===== src/rtl/adder_seq_pkg.sv =====
// Shared definitions for the chunked sequential adder: FSM encoding and chunk-count helpers.
package adder_seq_pkg;

    typedef enum logic [1:0] {
        IDLE = 2'd0,
        RUN  = 2'd1,
        DONE = 2'd2
    } state_t;

    function automatic int nchunk(input int width, input int chunk);
        return width / chunk;
    endfunction

    // The operand must split into whole chunks with no remainder.
    function automatic bit width_ok(input int width, input int chunk);
        return (chunk > 0) && (chunk <= width) && (chunk * nchunk(width, chunk) == width);
    endfunction

endpackage


===== src/rtl/adder_chunk.sv =====
// Combinational CHUNK-bit ripple adder; also exposes the carry into the MSB for overflow detection.
module adder_chunk #(
    parameter int CHUNK = 4
) (
    input  logic [CHUNK-1:0] a,
    input  logic [CHUNK-1:0] b,
    input  logic             cin,
    output logic [CHUNK-1:0] sum,
    output logic             cout,
    output logic             cmsb
);

    logic [CHUNK:0] carry;

    assign carry[0] = cin;

    for (genvar i = 0; i < CHUNK; i++) begin : g_bit
        full_adder u_fa (
            .a    (a[i]),
            .b    (b[i]),
            .cin  (carry[i]),
            .sum  (sum[i]),
            .cout (carry[i+1])
        );
    end

    assign cout = carry[CHUNK];
    assign cmsb = carry[CHUNK-1];

endmodule


===== src/rtl/full_adder.sv =====
// Single-bit full adder cell, the building block of the chunk ripple adder.
module full_adder (
    input  logic a,
    input  logic b,
    input  logic cin,
    output logic sum,
    output logic cout
);

    assign sum  = a ^ b ^ cin;
    assign cout = (a & b) | (cin & (a ^ b));

endmodule


===== src/rtl/adder_seq.sv =====
// Multi-cycle add/subtract unit: adds CHUNK bits per clock with a registered carry,
// valid/ready handshake on both sides, result registers updated only on completion.
module adder_seq
    import adder_seq_pkg::*;
#(
    parameter int WIDTH = 16,
    parameter int CHUNK = 4
) (
    input  logic             clk,
    input  logic             rst,
    input  logic             in_valid,
    output logic             in_ready,
    input  logic [WIDTH-1:0] a,
    input  logic [WIDTH-1:0] b,
    input  logic             cin,
    input  logic             sub,
    output logic             out_valid,
    input  logic             out_ready,
    output logic [WIDTH-1:0] sum,
    output logic             cout,
    output logic             ovf
);

    localparam int NCHUNK = nchunk(WIDTH, CHUNK);
    localparam int CW     = (NCHUNK > 1) ? $clog2(NCHUNK) : 1;

    if (!width_ok(WIDTH, CHUNK)) begin : g_bad_width
        $error("adder_seq: WIDTH (%0d) must be a positive multiple of CHUNK (%0d)", WIDTH, CHUNK);
    end

    state_t            state;
    state_t            state_next;
    logic [CW-1:0]     cnt;
    logic [WIDTH-1:0]  opa;
    logic [WIDTH-1:0]  opb;
    logic [WIDTH-1:0]  res;
    logic [WIDTH-1:0]  res_next;
    logic              carry;
    logic [CHUNK-1:0]  chunk_sum;
    logic              chunk_cout;
    logic              chunk_cmsb;
    logic              last;

    assign last = (cnt == CW'(NCHUNK - 1));

    // Operands shift right so the active chunk always sits in the low bits;
    // results enter at the top so after NCHUNK steps they are fully aligned.
    assign res_next = (res >> CHUNK) | (WIDTH'(chunk_sum) << (WIDTH - CHUNK));

    adder_chunk #(
        .CHUNK (CHUNK)
    ) u_chunk (
        .a    (opa[CHUNK-1:0]),
        .b    (opb[CHUNK-1:0]),
        .cin  (carry),
        .sum  (chunk_sum),
        .cout (chunk_cout),
        .cmsb (chunk_cmsb)
    );

    always_ff @(posedge clk) begin
        if (rst) begin
            state <= IDLE;
        end else begin
            state <= state_next;
        end
    end

    always_comb begin
        state_next = state;
        unique case (state)
            IDLE:    if (in_valid)  state_next = RUN;
            RUN:     if (last)      state_next = DONE;
            DONE:    if (out_ready) state_next = IDLE;
            default:                state_next = IDLE;
        endcase
    end

    always_comb begin
        in_ready  = 1'b0;
        out_valid = 1'b0;
        unique case (state)
            IDLE:    in_ready  = 1'b1;
            DONE:    out_valid = 1'b1;
            default: ;
        endcase
    end

    always_ff @(posedge clk) begin
        if (rst) begin
            cnt  <= '0;
            sum  <= '0;
            cout <= 1'b0;
            ovf  <= 1'b0;
        end else begin
            unique case (state)
                IDLE: begin
                    if (in_valid) begin
                        opa   <= a;
                        opb   <= sub ? ~b : b;
                        carry <= sub ? 1'b1 : cin;
                        cnt   <= '0;
                    end
                end
                RUN: begin
                    opa   <= opa >> CHUNK;
                    opb   <= opb >> CHUNK;
                    carry <= chunk_cout;
                    res   <= res_next;
                    cnt   <= cnt + 1'b1;
                    if (last) begin
                        sum  <= res_next;
                        cout <= chunk_cout;
                        ovf  <= chunk_cmsb ^ chunk_cout;
                    end
                end
                default: ;
            endcase
        end
    end

endmodule

===== config.mk =====
export PLATFORM = sky130hd
export DESIGN_NAME = adder_seq
export DESIGN_NICKNAME = d
export VERILOG_FILES = /design/src/rtl/adder_seq_pkg.sv /design/src/rtl/adder_chunk.sv /design/src/rtl/full_adder.sv /design/src/rtl/adder_seq.sv
export SDC_FILE = /design/constraint.sdc
export NUM_CORES = 1
export LEC_CHECK = 0
export ABC_AREA = 0
export BUFFER_PORTS_ARGS = -buffer_cell sky130_fd_sc_hd__buf_2
export CELL_PAD_IN_SITES_DETAIL_PLACEMENT = 2
export CELL_PAD_IN_SITES_GLOBAL_PLACEMENT = 2
export CORE_AREA = 10 10 86 117
export DETAILED_ROUTE_END_ITERATION = 8
export DIE_AREA = 0 0 96 127
export PLACE_DENSITY = 0.87
export REMOVE_ABC_BUFFERS = 1
export SYNTH_ARGS = -nofsm -noshare
export SYNTH_HDL_FRONTEND = slang
export SYNTH_HIERARCHICAL = 1
export SYNTH_SLANG_ARGS = --single-unit

===== constraint.sdc =====
create_clock -name clk -period 3.4 [get_ports clk]
set_clock_uncertainty 0.2 [all_clocks]
set_input_delay 0.51 -clock clk [delete_from_list [all_inputs] [get_ports clk]]
set_output_delay 0.51 -clock clk [all_outputs]
set_load 0.05 [all_outputs]

==> reports/results.txt <==
Tcrit/Tclk final - 82.5%
Core area - 8000 µm²
Final #Nets - 317
CTS Sinks - 67
DP Area - 3100 µm²
Routed WL - 6300 µm
Fin area - 3420 µm²
1st-iter DRT viols - 65
Maximum vdd ir drop - 0.296 mV
GRT overflow - 0
Port-buffer cells - 57
Vias in the first global route - 2096
Post-synth top area share - 48.9%
Uppermost layer routed - met4
Mapped cell area - 2760 µm²
# IOs - 58
Vert. Die Dim - 127 µm
Post-CTS sizing - 0
TritonCTS Buffers - 9
Slew HR - 38.2%
CTS tree - done
Met3 wire len - 538 µm
Area leader, netlist - edfxtp_1
Vias - 1790
Setup bufs post-CTS - 0
Crit. End Element - register
Largest net degree at the start of global routing - 38
Sequential-to-total area share from yosys stat - 64.9%
Hold buffers post-CTS - 0
Antenna violations before repair - 0
Most common cell in the netlist - nand2_1
Final HPWL from detailed placement - 4530 µm
Share of cells above drive strength 1 - 33.3%
Final setup vio count - 0
Critical Path RT - 3.38 ns
WL met2 - 3310 µm
First-pass GRT wire length - 10500 µm
Pwr Density - 607 nW/µm²
Avg Inst Size Synth - 12.8 µm²
Number of flops mapped to enable cells by yosys - 45
Synth cell count leaders - nand2_1, edfxtp_1, dfxtp_1
Cell Rows - 39
Synth area leaders - edfxtp_1, dfxtp_1, nand2_1
Clk_lat worst skew - 0.33 ns
Hold WC Path Type - register to register
Fillcell total - 860
Status - completed
RSZ-0062 raised after global routing - false
Critical path class - register to register
Antenna diode count - 0
GR Util All Layers - 11.4%
DRT Pass-1 Iters - 4
Layout area overhead - 24.0%
Arr. time, crit path - 2.79 ns
Post-layout min period - 2.81 ns
GP Congestion - 0.700
Starting Density - 34.5%
Setup TNS - 0 ns
Syn Inst Count - 216
DIE WIDTH - 96 µm
Pleak - 1.29 nW
Slew Viols, Final - 0
Root Driver - clkbuf_16
M1 WL - 2300 µm
Post-DRT Antenna Nets - 0
DRC viols - 0
Critical Path Start Type - register
Maximum clock rate - 356 MHz
Distinct cells, synth - 28
Hold Fails Final Rpt - 0
CTS max path bufs - 2
Htree depth - 3
CTS clk-pin slew, worst paths - 0.05 ns
Worst-margin pin slew - 0.924 ns
Via density - 4.70
Synth Register Bits - 67
Top_reg_cell synth - edfxtp_1
Ys async rst share - 0%
Yosys warning count - 6
Drt wl/cell - 16.5 µm
Worst Path Max Fanout - 3
Max cap viols - 0
Die area - 12200 µm²
-- per-layer routing --
layer,track usage [%],vias up
met5,0,-
met4,4.70,0
met3,6.27,13
met2,19.1,59
met1,11.3,857
li1,-,861
-- final cells by class --
type | count | area [µm²] | area share, %
flip-flops and latches | 67 | 1790 | 52.3
multi-input cells | 137 | 882 | 25.8
repair buffers | 59 | 300 | 8.77
clock buffers | 12 | 278 | 8.11
well taps | 102 | 128 | 3.73
clock inverters | 4 | 45.0 | 1.32
-- final timing paths --
path	start	to	slack [ns]	cells past startpoint
setup / recovery	opa[0]$_DFFE_PP_	ovf$_SDFFE_PP0P_	0.59	6
hold reg to reg	res[10]$_DFFE_PP_	res[6]$_DFFE_PP_	0.25	0
hold / removal	res[10]$_DFFE_PP_	res[6]$_DFFE_PP_	0.25	0
setup reg to reg	opa[0]$_DFFE_PP_	ovf$_SDFFE_PP0P_	0.59	6
-- where the power goes --
group	internal, mW	switching (mW)	total, mW
combinational	0.0677	0.0818	0.149
clock	0.648	0.338	0.986
sequential	0.926	0.0168	0.943
-- metrics by stage --
stage | util, % | instances | total power, mW | setup slack [ns] | hold slack, ns
2_1_floorplan | - | 204 | 1.04 | 0.752 | 0.226
3_3_place_gp | 38.8 | 365 | 1.10 | 0.686 | 0.228
3_5_place_dp | 38.8 | 365 | 1.11 | 0.580 | 0.235
4_1_cts | 42.8 | 381 | 2.11 | 0.562 | 0.251
5_1_grt | 42.8 | 381 | 2.17 | 0.487 | 0.261
6_report | 42.8 | 381 | 2.08 | 0.594 | 0.251
-- logic make-up (layout without fill, tap and decap cells) --
kind of cell    Yosys count  count (layout)  share of synthesized area [%]
fa+ha+maj                 5               5                           3.35
mux                      13              13                           5.25
compound gates           35              35                           7.02
simple gates             67              67                           10.6
buf+inv                  12              75                           3.49
xor+xnor                 17              17                           5.39
flops                    67              67                           64.9
-- flip-flops by register name (all words and copies together), names as in the netlist --
name   flops
res       12
opb       16
sum       16
cout       1
cnt        2
state      2
ovf        1
opa       16
carry      1
-- critical path: stages, from the launching register on --
cell	delay [ns]
edfxtp_1	0.40
fa_1	0.45
fa_1	0.39
fa_1	0.45
fa_1	0.45
xnor2_1	0.23
a211oi_2	0.09
-- cell usage in the layout (no fill, tap or decap) --
cell       synthesis  layout
ha_1               1       1
o21ai_0           13      13
a22oi_1            1       1
bufinv_16          0       1
clkinv_2           0       3
edfxtp_1          45      45
a211oi_2           1       1
nor2_4             0       1
o21bai_1           1       1
clkbuf_16          0      10
and3b_1            1       1
fa_1               4       4
xnor2_1           17      17
and2b_2            1       1
nand3b_2           1       1
mux2i_1            1       1
nand2b_1           1       1
a211oi_1           1       1
nand2_1           47      47
nor2b_1            5       5
dfxtp_1           22      22
a21oi_1           17      17
mux2_2            12      12
buf_2              1      57
clkbuf_8           0       2
buf_4              4       2
nor2_1            10       9
nor2b_4            1       1
a21oi_2            1       1
Note: power is estimated with default switching activity, not from simulation.
